<file path="config.mk">
export PLATFORM = sky130hd
export DESIGN_NAME = if_fetch_buffer
export DESIGN_NICKNAME = d
export VERILOG_FILES = /design/src/rtl/cpu_pkg.sv /design/src/rtl/fetch_fifo.sv /design/src/rtl/if_fetch_buffer.sv
export SDC_FILE = /design/constraint.sdc
export NUM_CORES = 1
export LEC_CHECK = 0
export ABC_AREA = 1
export BUFFER_PORTS_ARGS = -buffer_cell sky130_fd_sc_hd__buf_4
export CAP_MARGIN = 30
export CORE_ASPECT_RATIO = 0.7
export CORE_MARGIN = 5
export CORE_UTILIZATION = 60
export CTS_CLUSTER_DIAMETER = 60
export DETAILED_ROUTE_END_ITERATION = 12
export PLACE_DENSITY = 0.86
export SLEW_MARGIN = 20
export SYNTH_ARGS = -nofsm -noshare
export SYNTH_HDL_FRONTEND = slang
export SYNTH_SLANG_ARGS = --single-unit
</file>
<file path="constraint.sdc">
create_clock -name clk -period 11.54 [get_ports clk]
set_input_delay 1.154 -clock clk [delete_from_list [all_inputs] [get_ports clk]]
set_output_delay 1.154 -clock clk [all_outputs]
set_load 0.01 [all_outputs]
</file>
<file path="src/rtl/cpu_pkg.sv">
// Shared fetch-path definitions: reset PC, the NOP encoding and the
// {pc, instr} record that travels from instruction memory to decode.
package cpu_pkg;

    localparam logic [31:0] RESET_PC  = 32'h0040_0020;
    localparam logic [31:0] NOP_INSTR = 32'h0000_0000;

    typedef struct packed {
        logic [31:0] pc;
        logic [31:0] instr;
    } fetch_entry_t;

endpackage

</file>
<file path="src/rtl/fetch_fifo.sv">
// Small circular buffer of fetched {pc, instr} entries.
// Flush is synchronous and wins over push and pop in the same cycle.
// Push when full and pop when empty are ignored.
module fetch_fifo
    import cpu_pkg::*;
#(
    parameter int DEPTH = 4
) (
    input  logic                   clk,
    input  logic                   push_i,
    input  fetch_entry_t           push_data_i,
    input  logic                   pop_i,
    input  logic                   flush_i,
    output fetch_entry_t           head_o,
    output logic [$clog2(DEPTH):0] count_o
);

    localparam int AW = $clog2(DEPTH);
    localparam logic [AW:0] FULL = (AW + 1)'(DEPTH);

    fetch_entry_t  mem_q [DEPTH];
    logic [AW-1:0] rd_ptr_q, rd_ptr_d;
    logic [AW-1:0] wr_ptr_q, wr_ptr_d;
    logic [AW:0]   count_q, count_d;
    logic          do_push, do_pop;

    assign do_push = push_i & (count_q != FULL);
    assign do_pop  = pop_i & (count_q != '0);

    // Pointer and occupancy next-state; flush clears everything.
    always_comb begin
        rd_ptr_d = rd_ptr_q;
        wr_ptr_d = wr_ptr_q;
        count_d  = count_q;
        if (flush_i) begin
            rd_ptr_d = '0;
            wr_ptr_d = '0;
            count_d  = '0;
        end else begin
            if (do_push) wr_ptr_d = wr_ptr_q + AW'(1);
            if (do_pop)  rd_ptr_d = rd_ptr_q + AW'(1);
            case ({do_push, do_pop})
                2'b10:   count_d = count_q + (AW + 1)'(1);
                2'b01:   count_d = count_q - (AW + 1)'(1);
                default: count_d = count_q;
            endcase
        end
    end

    // Pointer and occupancy registers.
    always_ff @(posedge clk) begin
        rd_ptr_q <= rd_ptr_d;
        wr_ptr_q <= wr_ptr_d;
        count_q  <= count_d;
    end

    // Entry storage; contents need no reset since count gates visibility.
    always_ff @(posedge clk) begin
        if (do_push && !flush_i) mem_q[wr_ptr_q] <= push_data_i;
    end

    assign head_o  = mem_q[rd_ptr_q];
    assign count_o = count_q;

endmodule

</file>
<file path="src/rtl/if_fetch_buffer.sv">
// Instruction-fetch front end: issues in-order single-outstanding reads,
// buffers returned {pc, instr} pairs and presents the head to decode.
// Handshake: imem_req is accepted in the cycle it is high; imem_valid
// returns the oldest outstanding read; decode consumes the head whenever
// valid_if=1 and id_stall=0. A redirect flushes the buffer and marks any
// in-flight response for discard.
module if_fetch_buffer
    import cpu_pkg::*;
#(
    parameter logic [31:0] RESET_PC = cpu_pkg::RESET_PC,
    parameter int          DEPTH    = 4
) (
    input  logic        clk,
    input  logic        initPC,
    input  logic        redirect,
    input  logic [31:0] redirect_pc,
    input  logic        id_stall,
    output logic        imem_req,
    output logic [31:0] imem_addr,
    input  logic        imem_valid,
    input  logic [31:0] imem_rdata,
    output logic        valid_if,
    output logic [31:0] instr_if,
    output logic [31:0] pc_if
);

    localparam int CW = $clog2(DEPTH) + 1;

    logic [31:0]  fetch_pc_q, fetch_pc_d;
    logic [31:0]  pc_q, pc_d;
    logic         busy_q, busy_d;
    logic         squash_q, squash_d;

    logic         push, pop, flush;
    fetch_entry_t push_data, head;
    logic [CW-1:0] fifo_count;
    logic [CW:0]  occupancy;
    logic         room;

    // Buffered entries plus the outstanding request must stay below DEPTH
    // so that every response is guaranteed a slot.
    assign occupancy = {1'b0, fifo_count} + {{CW{1'b0}}, busy_q};
    assign room      = occupancy < (CW + 1)'(DEPTH);

    assign imem_req  = ~initPC & ~redirect & (~busy_q | imem_valid) & room;
    assign imem_addr = fetch_pc_q;

    assign push      = imem_valid & ~squash_q & ~redirect & ~initPC;
    assign push_data = '{pc: pc_q, instr: imem_rdata};
    assign pop       = valid_if & ~id_stall & ~redirect;
    assign flush     = initPC | redirect;

    // Fetch PC, outstanding-request and squash next-state.
    always_comb begin
        fetch_pc_d = fetch_pc_q;
        pc_d       = pc_q;
        busy_d     = busy_q;
        squash_d   = squash_q;
        if (redirect) begin
            fetch_pc_d = redirect_pc;
            if (imem_valid) begin
                busy_d   = 1'b0;
                squash_d = 1'b0;
            end else if (busy_q) begin
                squash_d = 1'b1;
            end
        end else begin
            if (imem_valid) begin
                busy_d   = 1'b0;
                squash_d = 1'b0;
            end
            if (imem_req) begin
                pc_d       = fetch_pc_q;
                fetch_pc_d = fetch_pc_q + 32'd4;
                busy_d     = 1'b1;
            end
        end
    end

    // Fetch state registers with synchronous reset.
    always_ff @(posedge clk) begin
        if (initPC) begin
            fetch_pc_q <= RESET_PC;
            pc_q       <= '0;
            busy_q     <= 1'b0;
            squash_q   <= 1'b0;
        end else begin
            fetch_pc_q <= fetch_pc_d;
            pc_q       <= pc_d;
            busy_q     <= busy_d;
            squash_q   <= squash_d;
        end
    end

    fetch_fifo #(.DEPTH(DEPTH)) u_fifo (
        .clk         (clk),
        .push_i      (push),
        .push_data_i (push_data),
        .pop_i       (pop),
        .flush_i     (flush),
        .head_o      (head),
        .count_o     (fifo_count)
    );

    assign valid_if = (fifo_count != '0);
    assign instr_if = valid_if ? head.instr : NOP_INSTR;
    assign pc_if    = valid_if ? head.pc : 32'h0;

endmodule

</file>
==> key figures, run 1 <==
Logic synthesis
  • Synth top area share: 56.3%
  • Synth warn: 0
  • Sequential fraction of the synthesis area: 67.3%
  • Mapped Nets: 1408
  • Compound-Gate Fraction of Synth Area: 11.7%
  • Post-Synth XOR/XNOR Area: 0.577%
  • Largest area contributor in the netlist: edfxtp_1
  • Largest family of logic cells by synthesized area: simple AND/OR/NAND/NOR gates
  • Cell variety after synth: 37
  • Simple-Gate Fraction of Synth Area: 15.3%
  • Mux cell area share after synthesis: 0%
  • Synthesized flop and latch total: 331
  • Syn Std Cell Area: 0.0137 mm^2
  • Synthesized area per cell: 10.3 um^2
  • Adder-cell share of the synthesized area: 0.696%
  • Synth area leaders: edfxtp_1 (56%), dfxtp_1 (11%), nor2_1 (9.1%), o21ai_0 (6.8%), a21oi_1 (4.3%)
  • Synth Instances: 1332

Power and ir drop
  • Leakage: 5.98 nW
  • Internal power: 1.87 mW
  • Clock Power Share: 39.0%
  • Logic pwr share: 5.0%
  • Sw Ratio: 21.4%
  • Pwr/cell area: 149 mW/mm^2
  • Sw power: 0.510 mW
  • Worst IR Drop VDD: 109 uV
  • Register share of total power: 56.0%

Global route
  • Gr usage total: 24.3%
  • First-pass GRT wire length: 50200 um
  • Total gr overflow: 0
  • Largest net degree at the start of global routing: 97
  • Initial antenna violation count: 0
  • Met2 usage: 40.7%
  • Busiest grt layer: met2
  • Global Route met1 Usage: 34.0%
  • GRT met3 Usage: 4.59%
  • Vias in the first global route: 9498

Finish
  • Antenna Cells: 0
  • Area of the multi-input gates: 0.00389 mm^2
  • Filler cell count: 1522
  • Area growth syn-to-layout: 17.2%
  • FF+latch area: 0.00919 mm^2
  • Layout cells sized above 1: 16.0%
  • Fin nets: 1547
  • Non-filler cells, final: 1807

Critical path
  • CP bufs+invs: 3
  • Data required time at the worst endpoint: 10.39 ns
  • Arr. time, crit path: 3.00 ns
  • CP max FO: 87
  • Slowest stage delay, CP: 0.74 ns
  • Critical path endpoint category: output pin
  • Crit path cell chain: inv_2 > buf_4 > o21ai_0 > a21oi_1 > buf_4
  • Cell family with most CP delay: buffers and inverters
  • Worst setup SP type: flop
  • Most Frequent Cell on Critical Path: buf_4
  • Crit Path Class: reg2out
  • Critical-path top delay cell: buf_4

Clock network
  • Total clock sinks: 331
  • Root buf cell: clkbuf_16
  • Max H-tree Level: 1
  • # Post-CTS Setup Buffers: 0
  • CTS Buf Count: 31
  • Hold_buf cts: 0
  • CTS Buffer Depth: 3
  • Worst-path clk slew: 0.06 ns
  • Clock latency on the worst-skew pair: 0.55 ns
  • Post_cts resized: 0
  • CTS tree: built

Worst hold path
  • HP Class: reg2reg

Timing
  • Setup_tns: 0 ns
  • F_max: 0.241 GHz
  • Max Slew Vio Count: 0
  • Final worst hold slack: 0.473 ns
  • Clock Skews: 0.0142 ns
  • Setup violators final: 0
  • Worst Slack Setup Final: 7.38 ns
  • RSZ-0062 raised after global routing: false
  • Period utilization: 36.0%
  • Max-slew headroom: 34.1%
  • Final hold vios: 0
  • Worst-Margin Slew: 0.989 ns
  • Fin crit period: 4.16 ns

Placement
  • DP Cell Count: 1749
  • Hpwl dp: 19500 um
  • Setup WS pre-CTS: 7.85 ns
  • IO Port Bufs: 166
  • GP Congestion: 0.959

Flow run
  • Max Cap Viol: 0

Floorplan
  • Die ar.: 0.0259 mm^2
  • DIE WIDTH: 190 um
  • Rows: 46
  • Core box area: 0.0225 mm^2
  • I/O pins: 167
  • Die Ht: 136 um
  • Initial Util: 60.7%

Routing
  • DR vias: 10.1k
  • Vias per cell: 5.59
  • Drt drc: 0
  • DR iter-0 viols: 1144
  • ANT nets after route: 0
  • WL final: 32400 um
  • Pre-antenna DRT Iters: 6
  • Wirelength per Cell: 18.0 um

Run status
  • Status: finished clean
[final cells by class]
cell class                      instances  area share (%)
Sequential cell                       331            57.4
Multi-Input combinational cell        858            24.3
Timing Repair Buffer                  177            8.38
Clock buffer                           37            4.99
Tap cell                              312            2.44
Inverter                               72            1.72
Clock inverter                         20           0.727
[power by group through the flow]
stage / combinational [mW] / sequential (mW) / clock [mW]
finish: 0.120 / 1.33 / 0.927
detailed placement: 0.118 / 1.36 / 0
global route: 0.133 / 1.33 / 0.987
global placement: 0.114 / 1.36 / 0
CTS: 0.120 / 1.33 / 0.937
floorplan: 0.0610 / 1.35 / 0
[cell usage after synthesis, drive strengths merged]
master	count
a21oi	118
a31oi	4
and3	1
buf	41
clkbuf	30
dfxtp	75
edfxtp	256
fa	1
ha	6
inv	72
nand2	156
nand3	29
nand3b	1
nand4	3
nor2	334
nor3	3
o211ai	2
o21ai	189
o221ai	1
or2	1
xnor2	3
xor2	6
[cells by family after synthesis]
group	Yosys count
buf+inv	143
simple gates	528
compound gates	314
xor+xnor	9
flops	331
fa+ha+maj	7
[through the flow]
step / util [%] / area [um^2] / power [mW]
4_1_cts: 71.0 / 16000 / 2.39
6_report: 71.1 / 16000 / 2.38
5_1_grt: 71.1 / 16000 / 2.45
2_1_floorplan: - / 13700 / 1.41
3_3_place_gp: 67.0 / 15100 / 1.47
3_5_place_dp: 67.0 / 15100 / 1.48
[worst paths after layout]
kind	start	end	slack, ns	cells after the start
hold reg to reg	u_fifo.rd_ptr_q[1]$_SDFFE_PP0P_	flop	0.47	2
setup / recovery	flop	pc_if[21]	7.38	5
setup reg to reg	u_fifo.count_o[2]$_SDFFE_PP0P_	u_fifo.count_o[2]$_SDFFE_PP0P_	8.82	10
hold / removal	u_fifo.rd_ptr_q[1]$_SDFFE_PP0P_	flop	0.47	2
[sequential cells by signal (all words and copies together) (netlist names), named ones only]
signal / cells
pc_q: 32
u_fifo.wr_ptr_q: 2
u_fifo.rd_ptr_q: 2
imem_addr: 32
u_fifo.count_o: 3
u_fifo.mem_q: 256
squash_q: 1
busy_q: 1
[cells in the final DEF (no fill, tap or decap), types with 6 or more instances in the layout]
master | synthesis | final
nand2_1 | 153 | 153
inv_1 | 66 | 66
a21oi_1 | 117 | 117
xor2_1 | 6 | 6
clkinv_1 | 0 | 12
clkbuf_1 | 29 | 6
nand3_1 | 28 | 28
clkbuf_16 | 0 | 31
nor2_4 | 2 | 6
edfxtp_1 | 256 | 256
ha_1 | 6 | 6
buf_4 | 1 | 176
o21ai_0 | 185 | 185
dfxtp_1 | 75 | 73
nor2_1 | 331 | 327
[worst register-to-register path, cell delays in order, from the launching register on]
cell	delay [ns]
dfxtp_1	0.46
nor3_2	0.08
buf_4	0.37
nor3_1	0.50
ha_1	0.23
inv_1	0.07
fa_1	0.39
a21oi_1	0.18
o21ai_0	0.13
xor2_1	0.15
nor2_1	0.11
[metal layers]
| metal | share of wire [%] | wire length (um) |
|---|---|---|
| met5 | 0 | 0 |
| met1 | 42 | 13600 |
| met3 | 7.9 | 2550 |
| met4 | 1.6 | 527 |
| met2 | 49 | 15800 |
No activity file was read; power rests on OpenSTA's default activity.
==> inputs of run 2 (changes only) <==
CORE_UTILIZATION = 58   (was 60)
PLACE_DENSITY = 0.84   (was 0.86)
clock period = 4 ns   (was 11.54 ns; I/O delays follow)
==> run 2 against run 1 <==
Sequential share of layout area fell by 0.88 points. Critical path depth up 2. Via count is 0.17% higher. Sequential power rose to 2.9 times the previous value. Final cell count rose by 0.50%. Hold slack lost 0.42 ns. Combinational power grew to 2.9 times the previous value. Setup slack worse by 6.5 ns. Power grew to 3.0 times the previous value. Core utilization down 1.7 points. First-iteration DRC count is 3.1% lower. Non-clock buffer count increased by 4. Critical path type unchanged. Largest power group unchanged.
==> key figures, run 2 (synthesis gave the netlist of run 1 again) <==
Run status
  • Status: finished clean

Global route
  • First-pass GRT wire length: 51900 um (+3.3%)
  • Gr usage total: 23.6% (-0.67 points)
  • Largest net degree at the start of global routing: 87 (-10%)
  • Initial antenna violation count: 0 (unchanged)
  • Vias in the first global route: 9911 (+4.3%)
  • Total gr overflow: 0 (unchanged)

Clock network
  • Total clock sinks: 331 (unchanged)
  • CTS Buf Count: 30 (-3.2%)
  • Post_cts resized: 0 (unchanged)
  • Clock latency on the worst-skew pair: 0.54 ns (about the same)
  • Worst-path clk slew: 0.06 ns (about the same)
  • CTS Buffer Depth: 3 (unchanged)
  • # Post-CTS Setup Buffers: 0 (unchanged)
  • CTS tree: built
  • Root buf cell: clkbuf_16
  • Max H-tree Level: 1 (unchanged)
  • Hold_buf cts: 0 (unchanged)

Finish
  • Area growth syn-to-layout: 19.0%
  • Antenna Cells: 0 (unchanged)
  • Commonest cells after routing, fill and taps aside: nor2_1 (327), edfxtp_1 (256), o21ai_0 (185)
  • Layout cells sized above 1: 16.5% (+0.50 points)
  • Final instance area: 0.0163 mm^2 (+1.6%)
  • Register with the most flip-flops: u_fifo.mem_q
  • Fin nets: 1550 (+0.19%)
  • Max FFs per register: 256 (unchanged)
  • Commonest non-fill, non-tap cell in the layout: nor2_1

Timing
  • Worst-Margin Slew: 0.835 ns (-0.154 ns)
  • RSZ-0062 raised after global routing: false
  • Max-slew headroom: 44.3% (+10 points)
  • F_max: 0.326 GHz
  • Fin crit period: 3.07 ns
  • Period utilization: 76.7%
  • Setup_tns: 0 ns (unchanged)
  • Clock Skews: 0.00970 ns (-0.00447 ns)
  • Max Slew Vio Count: 0 (unchanged)
  • Final hold vios: 0 (unchanged)
  • Setup violators final: 0 (unchanged)

Power and ir drop
  • Worst IR Drop VDD: 367 uV (+240%)
  • Internal power: 5.76 mW (+210%)
  • Leakage: 6.08 nW (+1.7%)
  • Pwr/cell area: 444 mW/mm^2 (+200%)
  • Register share of total power: 53.3% (-2.7 points)
  • Sw Ratio: 20.2% (-1.2 points)
  • Clock Power Share: 41.9% (+2.9 points)
  • Sw power: 1.46 mW (+190%)
  • Logic pwr share: 4.8% (-0.2 points)

Routing
  • DR vias: 10.1k (+0.17%)
  • ANT nets after route: 0 (unchanged)
  • Wirelength per Cell: 18.2 um (+1.2%)
  • Vias per cell: 5.57 (-0.33%)
  • DR iter-0 viols: 1108 (-3.1%)
  • Pre-antenna DRT Iters: 6 (unchanged)
  • Drt drc: 0 (unchanged)
  • WL final: 33000 um (+1.7%)

Critical path
  • Arr. time, crit path: 2.67 ns (-0.33 ns)
  • Critical path endpoint category: output pin
  • Worst setup SP type: flop
  • CP max FO: 71 (-18%)
  • Data required time at the worst endpoint: 3.60 ns (-6.79 ns)
  • Crit Path Class: reg2out

Flow run
  • Max Cap Viol: 0 (unchanged)

Placement
  • Hpwl dp: 20000 um (+2.9%)
  • Placed cell areas: 0.0152 mm^2 (+0.66%)
  • GP Congestion: 0.955 (-0.46%)
  • IO Port Bufs: 166 (unchanged)

Floorplan
  • DIE WIDTH: 193 um (+1.6%)
  • I/O pins: 167 (unchanged)
  • Initial Util: 58.4% (-2.3 points)
  • Core box area: 0.0234 mm^2 (+4.0%)
  • Die ar.: 0.0268 mm^2 (+3.2%)
  • Rows: 47 (+2.2%)
  • Die Ht: 138 um (+1.6%)

Worst hold path
  • HP Class: in2reg
run 2: power groups by stage:
stage,clock (mW),sequential (mW),combinational [mW]
global placement,0,3.91,0.334
floorplan,0,3.90,0.176
detailed placement,0,3.92,0.345
global route,3.21,3.85,0.388
finish,3.02,3.84,0.350
CTS,3.05,3.84,0.349
run 2: worst paths after layout:
path	slack [ns]	from	end	depth (start not counted)
worst max-delay path	0.93	flop	pc_if[5]	7
worst min register to register	0.47	u_fifo.rd_ptr_q[1]$_SDFFE_PP0P_	flop	2
worst min-delay path	0.06	imem_rdata[20]	u_fifo.mem_q[0][20]$_DFFE_PP_	1
worst max register to register	1.73	u_fifo.count_o[1]$_SDFFE_PP0P_	u_fifo.mem_q[1][56]$_DFFE_PP_	5
run 2: critical path, cell delays in order (launching register included):
cell and delay [ns]:
dfxtp_4 0.47, buf_16 0.29, buf_4 0.50, nor2_1 0.10
nor2_1 0.09, o21ai_0 0.10, a21oi_1 0.31, buf_4 0.18
run 2: cell type report:
cell class | instances | area [um^2]
multi-input cells | 858 | 3890
well taps | 318 | 398
clock buffers | 48 | 890
repair buffers | 181 | 1440
fillers | 1650 | 7150
flip-flops and latches | 331 | 9190
inverters | 72 | 275
clock inverters | 8 | 166
run 2: routing by layer:
metal | GRT usage, % | wire (um) | vias to the layer above
li1 | - | - | 4814
met1 | 32.9 | 13800 | 4815
met2 | 39.6 | 16100 | 427
met4 | 4.99 | 589 | 0
met5 | 0 | 0 | -
met3 | 4.21 | 2500 | 57
run 2: per-stage QoR:
step | power (mW) | std cells | hold WS [ns] | utilization [%] | setup slack (ns)
after floorplan | 4.08 | 1332 | 0.436 | - | -0.161
after global placement | 4.25 | 1759 | 0.457 | 64.8 | 1.19
after detailed placement | 4.26 | 1759 | 0.462 | 64.8 | 1.11
after CTS | 7.24 | 1815 | 0.0395 | 69.3 | 0.671
after global routing | 7.45 | 1816 | 0.0382 | 69.5 | 0.783
final | 7.22 | 1816 | 0.0564 | 69.5 | 0.932
==> inputs of run 3 (changes only) <==
ABC_AREA = 0   (was 1)
CORE_UTILIZATION = 52   (was 58)
PLACE_DENSITY = 0.8   (was 0.84)
clock period = 2.6 ns   (was 4 ns; I/O delays follow)
==> run 3 against run 2 <==
Clock power grew 47%. Synthesized cell count is 35% lower. Core utilization down 3.7 points. Largest power group unchanged. Non-clock buffer count up 78. Die area is 8.0% higher. Via count fell by 15%. First-iteration DRC count decreased by 13%.
==> key figures, run 3 <==
Run status
  • Status: finished clean

Finish
  • Non-filler cells, final: 1455 (-20%)
  • Commonest cells after routing, fill and taps aside: edfxtp_1 (256), buf_4 (194), nand2_1 (78)
  • Fin nets: 1175 (-24%)
  • Filler cell count: 1719 (+4.2%)
  • Layout cells sized above 1: 30.2% (+14 points)
  • Max FFs per register: 256 (unchanged)
  • Register with the most flip-flops: u_fifo.mem_q
  • Antenna Cells: 0 (unchanged)
  • Commonest non-fill, non-tap cell in the layout: edfxtp_1
  • Area growth syn-to-layout: 25.8%

Critical path
  • Arr. time, crit path: 2.21 ns (-0.46 ns)
  • Data required time at the worst endpoint: 2.34 ns (-1.26 ns)
  • CP max FO: 11 (-85%)
  • Crit Path Class: reg2out
  • Register-to-Register Path Depth: 9 (+4)
  • Worst setup SP type: flop
  • Critical path endpoint category: output pin

Placement
  • GP Congestion: 0.868 (-9.1%)
  • DP Cell Count: 1340 (-24%)
  • Hpwl dp: 19800 um (-1.1%)
  • IO Port Bufs: 166 (unchanged)

Logic synthesis
  • Mux cell area share after synthesis: 11.1% (+11 points)
  • Synth top area share: 57.8% (+1.5 points)
  • Syn Std Cell Area: 0.0133 mm^2 (-2.6%)
  • Synth Instances: 861 (-35%)
  • Top post-synthesis cells by count: edfxtp_1 (256), nand2_1 (78), dfxtp_1 (75)
  • Synth warn: 0 (unchanged)
  • Largest family of logic cells by synthesized area: multiplexers
  • Mapped Nets: 937 (-33%)
  • Sequential fraction of the synthesis area: 69.1% (+1.8 points)
  • Cell variety after synth: 61 (+65%)
  • Most common cell in the netlist: edfxtp_1
  • Largest area contributor in the netlist: edfxtp_1
  • Post-Synth XOR/XNOR Area: 0.724% (+0.15 points)
  • Post-synth EDFFs: 256 (unchanged)
  • Simple-Gate Fraction of Synth Area: 10.3% (-5.0 points)
  • Synthesized flop and latch total: 331 (unchanged)
  • Main synth FF type: edfxtp_1
  • Adder-cell share of the synthesized area: 0.715% (+0.019 points)
  • Compound-Gate Fraction of Synth Area: 5.76% (-5.9 points)
  • Synth async-reset ratio: 0% (unchanged)
  • Synthesized area per cell: 15.4 um^2 (+51%)
  • Synth area leaders: edfxtp_1 (58%), dfxtp_1 (11%), mux4_2 (11%), nor2b_1 (3.1%), nand2_1 (2.2%)

Timing
  • Final hold vios: 0 (unchanged)
  • Max-slew headroom: 48.0% (+3.7 points)
  • Clock Skews: 0.0170 ns (+0.00729 ns)
  • Fin crit period: 2.47 ns
  • Worst-Margin Slew: 0.779 ns (-0.0555 ns)
  • F_max: 0.404 GHz
  • Max Slew Vio Count: 0 (unchanged)
  • RSZ-0062 raised after global routing: false
  • Setup violators final: 0 (unchanged)
  • Setup_tns: 0 ns (unchanged)
  • Period utilization: 95.1%

Global route
  • Initial antenna violation count: 0 (unchanged)
  • Global Route met1 Usage: 32.2% (-0.78 points)
  • GRT met3 Usage: 4.90% (+0.69 points)
  • Busiest grt layer: met2
  • Total gr overflow: 0 (unchanged)
  • First-pass GRT wire length: 48700 um (-6.1%)
  • Met2 usage: 32.7% (-6.9 points)
  • Gr usage total: 21.4% (-2.2 points)
  • Largest net degree at the start of global routing: 74 (-15%)
  • Vias in the first global route: 8457 (-15%)

Floorplan
  • Die Ht: 144 um (+3.9%)
  • DIE WIDTH: 201 um (+4.0%)
  • Rows: 49 (+4.3%)
  • I/O pins: 167 (unchanged)
  • Die ar.: 0.0289 mm^2 (+8.0%)
  • Initial Util: 52.3% (-6.1 points)
  • Core box area: 0.0254 mm^2 (+8.7%)

Power and ir drop
  • Sw power: 2.34 mW (+60%)
  • Pwr/cell area: 653 mW/mm^2 (+47%)
  • Clock Power Share: 40.6% (-1.3 points)
  • Register share of total power: 53.7% (+0.4 points)
  • Sw Ratio: 21.4% (+1.2 points)
  • Internal power: 8.58 mW (+49%)
  • Logic pwr share: 5.7% (+0.9 points)
  • Leakage: 5.86 nW (-3.6%)
  • Worst IR Drop VDD: 519 uV (+41%)

Clock network
  • CTS Buf Count: 31 (+3.3%)
  • CTS tree: built
  • Worst-path clk slew: 0.06 ns (about the same)
  • Total clock sinks: 331 (unchanged)
  • Max H-tree Level: 1 (unchanged)
  • CTS Buffer Depth: 3 (unchanged)
  • Clock latency on the worst-skew pair: 0.57 ns (+0.03 ns)
  • Root buf cell: clkbuf_16

Flow run
  • Max Cap Viol: 0 (unchanged)

Worst hold path
  • Hold path depth: 3 (+2)
  • HP Class: in2reg

Routing
  • DR vias: 8567 (-15%)
  • Wirelength per Cell: 21.5 um (+18%)
  • Drt drc: 0 (unchanged)
  • Vias per cell: 5.89 (+5.7%)
  • DR iter-0 viols: 967 (-13%)
  • WL final: 31200 um (-5.3%)
  • ANT nets after route: 0 (unchanged)
  • Pre-antenna DRT Iters: 5 (-1)
==> run 3: logic make-up after synthesis <==
kind of cell    after synthesis
compound gates              110
xor+xnor                     11
fa+ha+maj                     7
buf+inv                      77
flops                       331
mux                          67
simple gates                258
==> run 3: metal layers <==
layer	part of all wire, %	up-vias
met2	45	484
met5	0	-
li1	-	3799
met1	43	4236
met4	1.8	0
met3	10	48
==> run 3: metrics by stage <==
stage / instance area (um^2) / hold slack (ns) / total power [mW] / util (%) / worst slack, ns
finish: 16700 / 0.0205 / 10.9 / 65.7 / 0.126
floorplan: 13300 / 0.339 / 6.20 / - / -0.106
detailed placement: 15100 / 0.462 / 6.52 / 59.4 / 0.199
global route: 16700 / 0.0317 / 11.3 / 65.7 / 0.0170
CTS: 16700 / 0.00457 / 11.0 / 65.7 / 0.0754
global placement: 15100 / 0.459 / 6.50 / 59.4 / 0.240
==> run 3: final cells by class <==
cell class              count  area, um^2  area share (%)
inverters                  23        86.3           0.516
flip-flops and latches    331        9200            55.0
clock buffers              41         885            5.29
well taps                 331         414            2.48
multi-input cells         453        3810            22.8
repair buffers            259        2200            13.1
clock inverters            17         138           0.823
==> run 3: critical path, cell delays in order (launching register included) <==
cell	delay, ns
dfxtp_4	0.52
buf_4	0.25
mux4_2	0.53
nor2b_1	0.17
buf_4	0.18
==> run 3: worst paths after layout <==
kind,start,to,slack (ns)
setup / recovery,flop,pc_if[15],0.13
hold / removal,redirect_pc[23],imem_addr[23]$_SDFFE_PP0P_,0.02
hold reg to reg,imem_addr[1]$_SDFFE_PP0P_,pc_q[1]$_SDFFE_PP0P_,0.49
setup reg to reg,u_fifo.count_o[0]$_SDFFE_PP0P_,u_fifo.count_o[2]$_SDFFE_PP0P_,0.25
==> run 3: repair_timing <==
item | 4_1_cts | 5_1_grt
setup buffers | 1 | 0
hold endpoints to repair | 151 | 0
resized for setup | 1 | 3
endpoints found under the setup margin | 49 | 2
hold buffers | 55 | 0
==> run 3: power groups by stage <==
stage / Clock, mW / Sequential, mW / Combinational (mW)
2_1_floorplan: 0 / 5.96 / 0.246
4_1_cts: 4.49 / 5.86 / 0.616
3_5_place_dp: 0 / 5.97 / 0.545
3_3_place_gp: 0 / 5.97 / 0.533
6_report: 4.44 / 5.87 / 0.621
5_1_grt: 4.74 / 5.87 / 0.670
